===== src/rtl/vga_sched_pkg.sv =====
// Shared types and constants for the VGA write scheduler.
// Entry layout mirrors what the drain side needs: target select, word address, byte.
package vga_sched_pkg;

   typedef enum logic [1:0] {
      IDLE = 2'd0,
      RUN  = 2'd1,
      HOLD = 2'd2
   } sched_state_t;

   typedef struct packed {
      logic        is_con;
      logic [13:0] addr;
      logic [7:0]  data;
   } wr_entry_t;

   localparam logic [23:0] CON_DECODE_MASK = 24'hFFFFFF;
   localparam logic [3:0]  STAT_CLR_OFS    = 4'h4;

endpackage


===== src/rtl/sched_fifo.sv =====
// In-order write FIFO: head is combinational from the read pointer, push/pop take effect at the edge.
// Push is ignored when full and pop when empty; the caller gates on the registered flags.
module sched_fifo
   import vga_sched_pkg::*;
#(
   parameter int DEPTH = 8,
   parameter int CW    = 4
) (
   input  logic          clk,
   input  logic          rst_n,
   input  logic          push,
   input  wr_entry_t     din,
   input  logic          pop,
   output wr_entry_t     head,
   output logic          full,
   output logic          empty,
   output logic [CW-1:0] count
);

   localparam int AW = $clog2(DEPTH);

   wr_entry_t       mem [DEPTH];
   logic [AW-1:0]   wptr;
   logic [AW-1:0]   rptr;
   logic            push_ok;
   logic            pop_ok;

   assign full    = (count == CW'(DEPTH));
   assign empty   = (count == '0);
   assign push_ok = push && !full;
   assign pop_ok  = pop && !empty;
   assign head    = mem[rptr];

   // Pointers wrap naturally because DEPTH is a power of two.
   always_ff @(posedge clk or negedge rst_n) begin
      if (!rst_n) begin
         wptr  <= '0;
         rptr  <= '0;
         count <= '0;
      end else begin
         if (push_ok) wptr <= wptr + AW'(1);
         if (pop_ok)  rptr <= rptr + AW'(1);
         case ({push_ok, pop_ok})
            2'b10:   count <= count + CW'(1);
            2'b01:   count <= count - CW'(1);
            default: count <= count;
         endcase
      end
   end

   always_ff @(posedge clk) begin
      if (push_ok) mem[wptr] <= din;
   end

endmodule


===== src/rtl/vga_write_sched.sv =====
// Posts AHB writes into a FIFO and drains them in order to the console or image port; strobes 2 cycles after the data phase.
// The bus stalls only when a write data phase meets a full FIFO; console drains wait while scroll is high.
module vga_write_sched
   import vga_sched_pkg::*;
#(
   parameter int DEPTH = 8,
   parameter int CW    = 4
) (
   input  logic        HCLK,
   input  logic        HRESETn,
   input  logic        HSEL,
   input  logic [31:0] HADDR,
   input  logic        HWRITE,
   input  logic [1:0]  HTRANS,
   input  logic        HREADY,
   input  logic [31:0] HWDATA,
   output logic        HREADYOUT,
   output logic [31:0] HRDATA,
   input  logic        scroll,
   output logic        console_we,
   output logic [7:0]  console_wdata,
   output logic        image_we,
   output logic [13:0] image_addr,
   output logic [7:0]  image_wdata
);

   wr_entry_t      head;
   wr_entry_t      entry;
   logic           full;
   logic           empty;
   logic [CW-1:0]  count;
   logic           push;
   logic           pop;
   logic           stall;
   logic           wr_req;
   logic           rd_req;
   logic           wr_pend;
   logic           rd_pend;
   logic           rd_clr;
   logic           con_q;
   logic [13:0]    addr_q;
   logic [15:0]    stall_cnt;
   sched_state_t   state;
   sched_state_t   state_nx;
   logic           unused_bits;

   assign unused_bits = ^{HADDR[31:24], HWDATA[31:8]};

   assign wr_req    = HSEL & HWRITE & HTRANS[1];
   assign rd_req    = HSEL & !HWRITE & HTRANS[1];
   assign stall     = wr_pend && full;
   assign push      = wr_pend && !full;
   assign pop       = !empty && (!head.is_con || !scroll);
   assign HREADYOUT = !stall;
   assign entry     = {con_q, addr_q, HWDATA[7:0]};

   // A stalled write keeps its captured address phase until it is pushed.
   always_ff @(posedge HCLK or negedge HRESETn) begin
      if (!HRESETn) begin
         wr_pend <= 1'b0;
         rd_pend <= 1'b0;
         rd_clr  <= 1'b0;
         con_q   <= 1'b0;
         addr_q  <= '0;
      end else if (HREADY && !stall) begin
         wr_pend <= wr_req;
         rd_pend <= rd_req;
         rd_clr  <= (HADDR[3:0] == STAT_CLR_OFS);
         con_q   <= ((HADDR[23:0] & CON_DECODE_MASK) == 24'h0);
         addr_q  <= HADDR[15:2];
      end
   end

   sched_fifo #(.DEPTH(DEPTH), .CW(CW)) u_fifo (
      .clk   (HCLK),
      .rst_n (HRESETn),
      .push  (push),
      .din   (entry),
      .pop   (pop),
      .head  (head),
      .full  (full),
      .empty (empty),
      .count (count)
   );

   always_comb begin
      state_nx = state;
      case (state)
         IDLE: if (push) state_nx = RUN;
         RUN: begin
            if (!empty && head.is_con && scroll)
               state_nx = HOLD;
            else if (pop && (count == CW'(1)) && !push)
               state_nx = IDLE;
         end
         HOLD:    if (!scroll) state_nx = RUN;
         default: state_nx = IDLE;
      endcase
   end

   always_ff @(posedge HCLK or negedge HRESETn) begin
      if (!HRESETn) begin
         state     <= IDLE;
         stall_cnt <= '0;
      end else begin
         state <= state_nx;
         if (rd_pend && rd_clr)
            stall_cnt <= '0;
         else if ((state == HOLD) && (stall_cnt != 16'hFFFF))
            stall_cnt <= stall_cnt + 16'd1;
      end
   end

   always_ff @(posedge HCLK or negedge HRESETn) begin
      if (!HRESETn) begin
         console_we    <= 1'b0;
         console_wdata <= '0;
         image_we      <= 1'b0;
         image_addr    <= '0;
         image_wdata   <= '0;
      end else begin
         console_we    <= pop && head.is_con;
         console_wdata <= (pop && head.is_con) ? head.data : 8'h0;
         image_we      <= pop && !head.is_con;
         image_addr    <= (pop && !head.is_con) ? head.addr : 14'h0;
         image_wdata   <= (pop && !head.is_con) ? head.data : 8'h0;
      end
   end

   assign HRDATA = rd_pend ? {stall_cnt, 8'h00, 2'(state), scroll, full, empty, 3'(count)}
                           : 32'h0;

endmodule


===== config.mk =====
export PLATFORM = sky130hd
export DESIGN_NAME = vga_write_sched
export DESIGN_NICKNAME = d
export VERILOG_FILES = /design/src/rtl/vga_sched_pkg.sv /design/src/rtl/sched_fifo.sv /design/src/rtl/vga_write_sched.sv
export SDC_FILE = /design/constraint.sdc
export NUM_CORES = 1
export LEC_CHECK = 0
export ABC_AREA = 1
export CORE_MARGIN = 2
export CORE_UTILIZATION = 55
export CTS_CLUSTER_SIZE = 40
export DETAILED_ROUTE_END_ITERATION = 16
export DONT_BUFFER_PORTS = 1
export GPL_TIMING_DRIVEN = 0
export PLACE_DENSITY = 0.72
export REMOVE_ABC_BUFFERS = 1
export SLEW_MARGIN = 20
export SYNTH_ARGS = -nofsm -noshare
export SYNTH_HDL_FRONTEND = slang
export SYNTH_SLANG_ARGS = --single-unit

===== constraint.sdc =====
create_clock -name HCLK -period 2.5 [get_ports HCLK]
set_input_delay 0.5 -clock HCLK [delete_from_list [all_inputs] [get_ports HCLK]]
set_output_delay 0.5 -clock HCLK [all_outputs]
set_load 0.1 [all_outputs]

; Word-level counts from Yosys, hierarchy flattened
; Memory sizes are Yosys's and may differ from the RTL's.
; Index checks and enable logic that the tools add are counted.
[word_totals]
reg_bits = 78
ramBits = 184
inputBits = 72
out_inout_bits = 65
elab_cells = 78
n_memories = 1
[classes]
n_addsub = 5
n_eq_ne = 11
mux = 14
bitwise_logic = 4
reduce_logical = 28
[memory_table]
columns = memory, depth, word_bits, read_ports, rd_clocked_by_memory_dff, wr, line_no
row1 = u_fifo.mem, 8, 23, 1, 0, 1, sched_fifo.sv:22  ; wr_entry_t mem [DEPTH];
[op_table]
columns = op, n
row1 = two-way mux 16 bit, 2
row2 = two-way mux 32 bit, 1
row3 = logical NOT 24 bit, 1
row4 = adder 16 x 1 -> 16 bit (second input constant), 1
row5 = two-way mux 8 bit, 2
row6 = != test 16 bit (second input constant), 1
row7 = logical AND 1 bit, 14
row8 = two-way mux 14 bit, 1
row9 = two-way mux 2 bit, 4
row10 = one-hot mux 4 bit (2 select lines), 1
row11 = logical NOT 1 bit, 7
row12 = adder 3 x 1 -> 3 bit (second input constant), 2
row13 = one-hot mux 2 bit (3 select lines), 1
row14 = adder 4 x 1 -> 4 bit (second input constant), 1
row15 = bitwise AND 1 bit, 4
row16 = equality test 2 x 1 -> 1 bit (second input constant), 2
row17 = equality test 2 bit (second input constant), 2
row18 = equality test 4 x 1 -> 1 bit (second input constant), 1
row19 = equality test 4 x 3 -> 1 bit (second input constant), 1
row20 = equality test 4 bit (second input constant), 1
row21 = logical NOT 4 bit, 1
row22 = != test 2 bit (second input constant), 2
row23 = nonzero test 2 bit, 2
row24 = subtractor 4 x 1 -> 4 bit (second input constant), 1
row25 = 5 further kinds, 6

; Logic depth before layout (Yosys ltp)
; Gate-level depths: netlist of the first run.
; An unclocked memory read counts as a cell.
[depth]
word_depth = 9
mapped_depth = 14
mapped_depth_nobuf = 14

; By module
; A second synthesis of the first run with hierarchy kept.
[hier_totals]
hier_cells = 1294
area_unflattened_um2 = 11758.8
[modules_own_cells]
columns = module, n_inst, cells_per_inst, area_each_um2, seq_area_each_um2
row1 = sched_fifo, 1, 876, 8531.9, 5775.5
row2 = vga_write_sched, 1, 418, 3226.8, 1701.6

; Worst setup path after synthesis of the first run
; Ideal clock, no wire load.
[synth_timing]
path_type = register -> output
start = register u_fifo.count[0]
end = output port HRDATA[4]
t_arrival_ns = 2.784
required_ns = 2.000
setup_slack_ns = -0.784
path_stages_with_launch = 5
n_path_buf = 0
cell_sequence = dfrtp_1 > inv_1 > ha_1 > nand2_1 > nor3_1
[synth_between]
elab_chain_len = 2
[synth_rtl]
columns = item, line_no
row1 = from (decl), sched_fifo.sv:17  ; output logic [CW-1:0] count
row2 = from (signal assigned), sched_fifo.sv:44  ; 2'b10: count <= count + CW'(1);
row3 = from (signal assigned), sched_fifo.sv:45  ; 2'b01: count <= count - CW'(1);
row4 = from (signal assigned), sched_fifo.sv:46  ; default: count <= count;
row5 = equality test 4 bit, sched_fifo.sv:28  ; assign full = (count == CW'(DEPTH));
row6 = two-way mux 32 bit, vga_write_sched.sv:130  ; assign HRDATA = rd_pend ? {stall_cnt, 8'h00, 2'(state), scroll, full, empty, 3'(count)}
row7 = to (decl), vga_write_sched.sv:18  ; output logic [31:0] HRDATA,
; No other way between the ends.

; Worst setup path after layout of the first run
[layout_timing]
start = register rd_pend
end = output port HRDATA[31]
[layout_between]
elab_chain_len = 1
[layout_rtl]
columns = item, line_no
row1 = from (decl), vga_write_sched.sv:38  ; logic rd_pend;
row2 = from (signal assigned), vga_write_sched.sv:67  ; rd_pend <= rd_req;
row3 = two-way mux 32 bit, vga_write_sched.sv:130
; No other way between the ends.

==> impl_metrics.toml, run 1 <==
[clocking]
clock-root-buffer = "clkbuf_16"
cts_tree = "built"
cts_inserted_buffers = 27
clockBufferDepth = 3
clock_latency_ns = 0.53
cts_max_level = 1
cts.clk_slew.worst_paths_ns = 0.06
clock_sinks = 262

[place]
io_buffers = 0
placed_cells = 1170
place_hpwl_mm = 12.7
post_dp_cell_area_um2 = 11200
gp_routability_congestion = 0.818

[pwr]
powerDensity_nw_per_um2 = 1210
p_leak_nw = 4.87
power_frac_clock_pct = 26.4
seq_power_share_pct = 46.7
switchingPower_mw = 6.14
p_sw_share_pct = 40.7
internal_power_mw = 8.94
p_comb_share_pct = 26.9
worst_ir_drop_vdd_mv = 0.686

[global_routing]
grt_pass1_wl_mm = 35.6
overflow = 0
grt_use_total_pct = 22.5
antenna_found_initial = 0
grt_start_max_net_pins = 79
grt_pass1_vias = 6599

[yosys]
synth_edf_count = 184
synth_area_leader_cell = "edfxtp_1"
synth_top_area_share_pct = 51.3
synth_area_leaders = "edfxtp_1, dfrtp_1, nand2_1, o21ai_0, nor2_1"
syn_area_per_cell_um2 = 11.5
synth_seq_area_share_pct = 69.4
ys_types = 40
syn_inst = 938
ys_seq_elements = 262
netlist_area_um2 = 10800
yosys_most_used_dff = "edfxtp_1"
yosysWarnings = 0
async_flop_share_pct = 29.8

[critical_path]
path_cells = "nand2_1 > inv_1"
max_stage_delay_ns = 0.63
critPathKind = "flip-flop to primary output"
cpMaxStageDelayCell = "inv_1"
path_max_fanout = 25
crit_required_ns = 2.00
worst-r2r-setup-slack_ns = 0.19
crit_family = "buffers and inverters"
crit_buf_inv = 1
cp-end-kind = "primary output"
crit_path_start_kind = "flip-flop"
crit_arrival_ns = 1.89

[route]
via_count = 6861
wire_per_inst_um = 18.3
routed_wl_mm = 22.6
dr.pass1.iters = 7
vias_per_cell = 5.56
drc = 0
drt_iter0_drc = 515
postRouteAntennaNets = 0

[layout]
nets = 1029
finish.instance_area_um2 = 12500
multiInputGateArea_um2 = 2880
final_cell_mix = "nand2_1, edfxtp_1, nor2_1, dfrtp_1, inv_1"
n_fill_cell = 1426
drive_gt1_share_pct = 12.4
synthToLayoutAreaGrowth_pct = 15.7
mostFrequentLayoutCell = "nand2_1"
num_antenna_cells = 0
final_cells = 1235
final-seq-area_um2 = 7490

[status]
status = "complete, no violations"

[sta]
period_minus_slack_ns = 2.39
slew_headroom_pct = 41.4
max_freq_mhz = 419
drv_slew = 0
finClkSkew_ns = 0.0116
finalHoldViolations = 0
fin_tns_setup_ns = 0
tightest_slew_ns = 0.879
setup_viol = 0
timing.hold.ws_ns = 0.0653
period_share_pct = 95.5

[flow_run]
cap_violations = 0

[die]
coreArea_um2 = 19300
die-area_um2 = 20700
num_rows = 51
initial_core_util_pct = 55.8
dieHeight_um = 144
fp.dieW_um = 144
io-pin-count = 137

[min_path]
hold_class = "primary input to flip-flop"
-- worst register-to-register path: stages (launching register included) --
cell	delay [ns]
dfrtp_4	0.51
buf_16	0.20
inv_16	0.13
nand2_1	0.07
nand3_1	0.07
nand3_1	0.15
nand3_1	0.14
nand2_2	0.08
inv_2	0.12
ha_2	0.32
a21oi_1	0.11
o21ai_0	0.11
xor2_1	0.14
inv_1	0.05
-- sequential cells by signal, summed over array words and instances (netlist names), 2 cells and up --
register / cells
addr_q: 14
console_wdata: 8
image_addr: 14
image_wdata: 8
stall_cnt: 16
state: 2
u_fifo.count: 4
u_fifo.mem: 184
u_fifo.rptr: 3
u_fifo.wptr: 3
-- repair_timing --
action / CTS / global route
endpoints found under the setup margin: 185 / 91
resized for setup: 21 / 7
cloned: 2 / 0
endpoints found under the hold margin: 78 / 0
pin swaps: 5 / 4
buffers inserted: 8 / 3
hold buffers: 2 / 0
-- worst paths after layout --
| check | startpoint | endpoint | cells past startpoint |
|---|---|---|---|
| setup / recovery | rd_pend | HRDATA[31] | 2 |
| max in group asynchronous | HRESETn | rd_pend | 2 |
| hold / removal | HWDATA[3] | u_fifo.mem[0][3] | 0 |
| min in group asynchronous | HRESETn | image_wdata[6] | 2 |
| setup reg to reg | u_fifo.rptr[0] | u_fifo.count[3] | 13 |
| hold reg to reg | rd_clr | rd_clr | 2 |
-- area by class of cell --
type / instances / area share (%)
Clock buffer: 33 / 5.84
Clock inverter: 17 / 1.34
Inverter: 77 / 2.55
Multi-Input combinational cell: 553 / 23.1
Sequential cell: 262 / 60.1
Tap cell: 265 / 2.66
Timing Repair Buffer: 27 / 4.38
Timing Repair inverter: 1 / 0.0702
-- logic make-up after synthesis --
| group | Yosys count | share of synthesized area [%] |
|---|---|---|
| simple gates | 352 | 13.8 |
| flops | 262 | 69.4 |
| compound gates | 176 | 9.81 |
| buf+inv | 130 | 5.36 |
| xor+xnor | 9 | 0.731 |
| fa+ha+maj | 8 | 0.929 |
| other cells | 1 | 0.0348 |
-- through the flow --
step | setup WS [ns] | total power [mW] | utilization, %
final | 0.111 | 15.1 | 64.5
after floorplan | -1.61 | 9.52 | -
after global routing | -0.00617 | 15.8 | 64.5
after CTS | 0.0101 | 15.0 | 64.1
after detailed placement | -1.04 | 10.8 | 58.2
after global placement | -3.70 | 10.5 | 56.1
-- metal layers --
metal / track usage, % / wire [µm] / vias up
met3: 4.34 / 1450 / 35
met5: 0 / 0 / -
met2: 36.4 / 10900 / 232
met1: 31.4 / 9750 / 3344
li1: - / - / 3250
met4: 6.86 / 480 / 0
-- cells in the mapped netlist, drive strengths merged, types with 8 or more instances --
cell,instances
buf,33
a32o,14
inv,77
nor2,86
o21ai,80
nor3,11
dfrtp,78
a22oi,14
clkbuf,20
a21oi,49
ha,8
edfxtp,184
nand2,203
nand3,31
nand4,13
-- power by group through the flow --
stage               registers [mW]  logic [mW]  clock network, mW
global placement              7.44        3.02                  0
CTS                           7.08        3.90               4.03
global route                  7.11        4.51               4.22
detailed placement            7.22        3.56                  0
finish                        7.04        4.05               3.98
floorplan                     7.17        2.35                  0
Note: power is estimated with default switching activity, not from simulation.
==> run 2, diff against run 1 <==
--- a/config.mk
+++ b/config.mk
@@ -8,6 +8,7 @@
 export ABC_AREA = 1
 export CORE_MARGIN = 2
 export CORE_UTILIZATION = 55
+export CTS_BUF_LIST = sky130_fd_sc_hd__clkbuf_8 sky130_fd_sc_hd__clkbuf_16
 export CTS_CLUSTER_SIZE = 40
 export DETAILED_ROUTE_END_ITERATION = 16
 export DONT_BUFFER_PORTS = 1
==> impl_metrics.toml, run 2 (same netlist as run 1, synthesis figures left out) <==
[status]
status = "complete, no violations"

[critical_path]
timing.rr.end = "u_fifo.count[3]"
path_max_fanout = 25
crit_arrival_ns = 1.89
cp.depth = 2
crit_required_ns = 2.00
crit_path_start_kind = "flip-flop"
path_cells = "nand2_1 > inv_1"
cpMaxStageDelayCell = "inv_1"
crit_family = "buffers and inverters"
worst-r2r-setup-slack_ns = 0.18
critPathKind = "flip-flop to primary output"
cp-end-kind = "primary output"
crit_buf_inv = 1
worst_r2r_startpoint = "u_fifo.rptr[0]"
max_stage_delay_ns = 0.63
r2r_cells = 13

[sta]
slew_headroom_pct = 41.4
finClkSkew_ns = 0.0105
period_share_pct = 95.6
setup_viol = 0
max_freq_mhz = 419
tightest_slew_ns = 0.879
finalHoldViolations = 0
period_minus_slack_ns = 2.39
fin_tns_setup_ns = 0
drv_slew = 0

[route]
routed_wl_mm = 22.6
via_count = 6877
postRouteAntennaNets = 0
drc = 0
wire_per_inst_um = 18.3
dr.pass1.iters = 5
vias_per_cell = 5.57
drt_iter0_drc = 513

[die]
dieHeight_um = 144
num_rows = 51
fp.dieW_um = 144
die-area_um2 = 20700
initial_core_util_pct = 55.8
io-pin-count = 137
coreArea_um2 = 19300

[place]
io_buffers = 0
place_hpwl_mm = 12.7
gp_routability_congestion = 0.818
placed_cells = 1170

[layout]
drive_gt1_share_pct = 12.4
utilization_pct = 64.5
final_cells = 1235
largest_reg_flops = 184
synthToLayoutAreaGrowth_pct = 15.7
regMostFlops = "u_fifo.mem"
final_cell_mix = "nand2_1, edfxtp_1, nor2_1, inv_1, dfrtp_1"
reg_top3 = "u_fifo.mem: 184 flops, stall_cnt: 16 flops"
num_antenna_cells = 0
nets = 1029
mostFrequentLayoutCell = "nand2_1"

[global_routing]
overflow = 0
antenna_found_initial = 0
grt_pass1_vias = 6599
grt_start_max_net_pins = 79
grt_use_total_pct = 22.5
grt_pass1_wl_mm = 35.6

[flow_run]
cap_violations = 0

[clocking]
cts_max_level = 1
cts.clk_slew.worst_paths_ns = 0.06
clock_sinks = 262
clock-root-buffer = "clkbuf_16"
clock_latency_ns = 0.53
clockBufferDepth = 3
cts_inserted_buffers = 27
cts_tree = "built"

[pwr]
p_comb_share_pct = 26.9
switchingPower_mw = 6.14
seq_power_share_pct = 46.7
worst_ir_drop_vdd_mv = 0.686
internal_power_mw = 8.93
p_sw_share_pct = 40.7
powerDensity_nw_per_um2 = 1210
p_leak_nw = 4.89
finalPower_mw = 15.1
power_frac_clock_pct = 26.4

[min_path]
hold_depth = 0
worstHoldStart = "HWDATA[3]"
hold_class = "primary input to flip-flop"
min_to = "u_fifo.mem[0][3]"
run 2: power by group through the flow:
stage | Combinational, mW | Clock, mW | Sequential (mW)
3_3_place_gp | 3.02 | 0 | 7.44
3_5_place_dp | 3.56 | 0 | 7.22
6_report | 4.05 | 3.97 | 7.04
4_1_cts | 3.90 | 4.01 | 7.08
5_1_grt | 4.51 | 4.21 | 7.11
2_1_floorplan | 2.35 | 0 | 7.17
run 2: timing repair:
| item | 4_1_cts | 5_1_grt |
|---|---|---|
| resized for setup | 21 | 7 |
| gates cloned | 2 | 0 |
| endpoints found under the setup margin | 185 | 91 |
| pin swaps | 5 | 4 |
| hold endpoints to repair | 78 | 0 |
| setup buffers | 8 | 3 |
| hold buffers | 2 | 0 |
run 2: worst max-delay path by stage:
stage	start	end
final	rd_pend	HRDATA[31]
after global routing	u_fifo.rptr[0]	u_fifo.count[2]
after CTS	u_fifo.count[0]	u_fifo.mem[5][20]
after detailed placement	u_fifo.count[0]	rd_clr
after global placement	u_fifo.rptr[0]	image_addr[4]
after floorplan	u_fifo.rptr[0]	u_fifo.count[3]
run 2: metal layers:
| layer | part of all wire [%] | global-route usage [%] |
|---|---|---|
| met3 | 6.5 | 4.34 |
| met2 | 48 | 36.4 |
| met5 | 0 | 0 |
| met4 | 2.2 | 6.86 |
| met1 | 43 | 31.4 |
run 2: metrics by stage:
stage          instance area [µm²]  hold WS, ns  setup slack, ns
2_1_floorplan                10500        0.204            -1.61
3_3_place_gp                 10800        0.206            -3.70
3_5_place_dp                 11200        0.207            -1.04
4_1_cts                      12400       0.0510           0.0101
5_1_grt                      12500       0.0434         -0.00617
6_report                     12500       0.0654            0.111
run 2: cell type report:
cell class	count	area, µm²
Clock inverter	20	179
Timing Repair Buffer	27	547
Fill cell	1426	6870
Tap cell	265	332
Inverter	77	318
Clock buffer	30	717
Timing Repair inverter	1	8.76
Sequential cell	262	7490
Multi-Input combinational cell	553	2880
==> run 3, diff against run 2 <==
--- a/config.mk
+++ b/config.mk
@@ -6,10 +6,10 @@
 export NUM_CORES = 1
 export LEC_CHECK = 0
 export ABC_AREA = 1
+export CAP_MARGIN = 20
 export CORE_MARGIN = 2
 export CORE_UTILIZATION = 55
 export CTS_BUF_LIST = sky130_fd_sc_hd__clkbuf_8 sky130_fd_sc_hd__clkbuf_16
-export CTS_CLUSTER_SIZE = 40
 export DETAILED_ROUTE_END_ITERATION = 16
 export DONT_BUFFER_PORTS = 1
 export GPL_TIMING_DRIVEN = 0
==> impl_metrics.toml, run 3 (same netlist as run 1, synthesis figures left out) <==
[status]
status = "complete, no violations"

[critical_path]
critPathKind = "flip-flop to primary output"
path_cells = "inv_2 > ha_2 > nand3_4 > nor2_4"
timing.rr.end = "u_fifo.count[3]"
worst_r2r_startpoint = "u_fifo.rptr[0]"
crit_path_start = "u_fifo.count[0]"
path_max_fanout = 5
crit_required_ns = 2.00
worst-r2r-setup-slack_ns = 0.24
cpMaxStageDelayCell = "nor2_4"
cp-end-kind = "primary output"
crit_arrival_ns = 1.91
max_stage_delay_ns = 0.51
cp.depth = 4
crit_path_start_kind = "flip-flop"
r2r_cells = 13
crit_path_end = "HRDATA[3]"
crit_buf_inv = 1
crit_family = "simple AND/OR/NAND/NOR gates"

[clocking]
clock-root-buffer = "clkbuf_16"
clock_latency_ns = 0.53
clockBufferDepth = 3
cts_inserted_buffers = 27
cts_max_level = 1
cts_tree = "built"
clock_sinks = 262
cts.clk_slew.worst_paths_ns = 0.06

[sta]
slew_headroom_pct = 41.5
setup_ws_ns = 0.0946
finClkSkew_ns = 0.00836
rsz0062_at_grt = "false"
tightest_slew_ns = 0.879
period_share_pct = 96.2
setup_viol = 0
drv_slew = 0
max_freq_mhz = 416
finalHoldViolations = 0
period_minus_slack_ns = 2.41

[place]
gp_routability_congestion = 0.818
io_buffers = 0
pre_cts_ws_ns = -1.04
placed_cells = 1170
place_hpwl_mm = 12.7
post_dp_cell_area_um2 = 11200

[global_routing]
overflow = 0
antenna_found_initial = 0
grt_pass1_vias = 6595
use_met3_pct = 4.14
grt_use_total_pct = 22.5
grt_start_max_net_pins = 79
use_met2_pct = 36.3
grt-busiest-layer = "met2"
grt_pass1_wl_mm = 35.5
use_met1_pct = 31.4

[route]
drc = 0
via_count = 6905
dr.pass1.iters = 5
vias_per_cell = 5.59
wire_per_inst_um = 18.4
postRouteAntennaNets = 0
drt_iter0_drc = 533
routed_wl_mm = 22.8

[die]
num_rows = 51
coreArea_um2 = 19300
initial_core_util_pct = 55.8
die-area_um2 = 20700
io-pin-count = 137
fp.dieW_um = 144
dieHeight_um = 144

[layout]
final_cell_mix = "nand2_1, edfxtp_1, nor2_1, inv_1, dfrtp_1"
drive_gt1_share_pct = 12.4
num_antenna_cells = 0
synthToLayoutAreaGrowth_pct = 15.8
reg_top3 = "u_fifo.mem: 184 flops, stall_cnt: 16 flops"
regMostFlops = "u_fifo.mem"
nets = 1030
final_cells = 1236
utilization_pct = 64.6
largest_reg_flops = 184
mostFrequentLayoutCell = "nand2_1"
finish.instance_area_um2 = 12500

[flow_run]
cap_violations = 0

[min_path]
hold_class = "primary input to flip-flop"

[pwr]
worst_ir_drop_vdd_mv = 0.700
p_leak_nw = 4.89
powerDensity_nw_per_um2 = 1210
## run 3: final cells by class
type | count | area, µm²
Inverter | 77 | 318
Sequential cell | 262 | 7490
Clock inverter | 19 | 173
Timing Repair inverter | 1 | 8.76
Tap cell | 265 | 332
Clock buffer | 31 | 731
Multi-Input combinational cell | 553 | 2880
Timing Repair Buffer | 28 | 554
Fill cell | 1419 | 6850
## run 3: worst register-to-register path: stages, from the launching register on
cell	delay, ns
dfrtp_4	0.50
buf_16	0.20
inv_16	0.14
nand2_1	0.08
nand3_1	0.07
nand3_1	0.15
nand3_1	0.15
nand2_1	0.10
inv_2	0.07
ha_2	0.30
a21oi_1	0.11
o21ai_0	0.11
xor2_1	0.14
inv_1	0.05
## run 3: where the power goes
part / internal (mW) / switching, mW
logic: 1.38 / 2.67
clock network: 2.40 / 1.60
registers: 5.18 / 1.86
total: 8.96 / 6.13
## run 3: per-layer routing
layer	part of all wire (%)	up-vias
li1	-	3262
met1	42	3323
met2	48	272
met3	6.8	48
met4	2.6	0
met5	0	-
## run 3: worst min-delay path by stage
stage	slack (ns)	endpoint	cells after the start	startpoint
finish	0.06	rd_pend	1	HWRITE
floorplan	0.20	addr_q[0]	0	HRESETn
global placement	0.21	console_we	0	HRESETn
detailed placement	0.21	console_we	0	HRESETn
global route	0.05	u_fifo.mem[4][1]	0	HWDATA[1]
CTS	0.05	rd_pend	1	HWRITE
## run 3: repair_timing
action                                 in CTS  in global routing
pin swaps                                   6                  3
endpoints found under the hold margin      78                  0
hold buffers                                2                  0
setup endpoints to repair                 167                132
resized for setup                          19                  9
buffers inserted                            8                  4
cloned                                      2                  0
## run 3: metrics by stage
stage	hold WS, ns	TNS [ns]	total power, mW
after floorplan	0.204	-77.07	9.52
after global placement	0.206	-396.79	10.5
after detailed placement	0.207	-36.97	10.8
after CTS	0.0455	-0.0347	15.0
after global routing	0.0458	0	15.8
final	0.0589	0	15.1
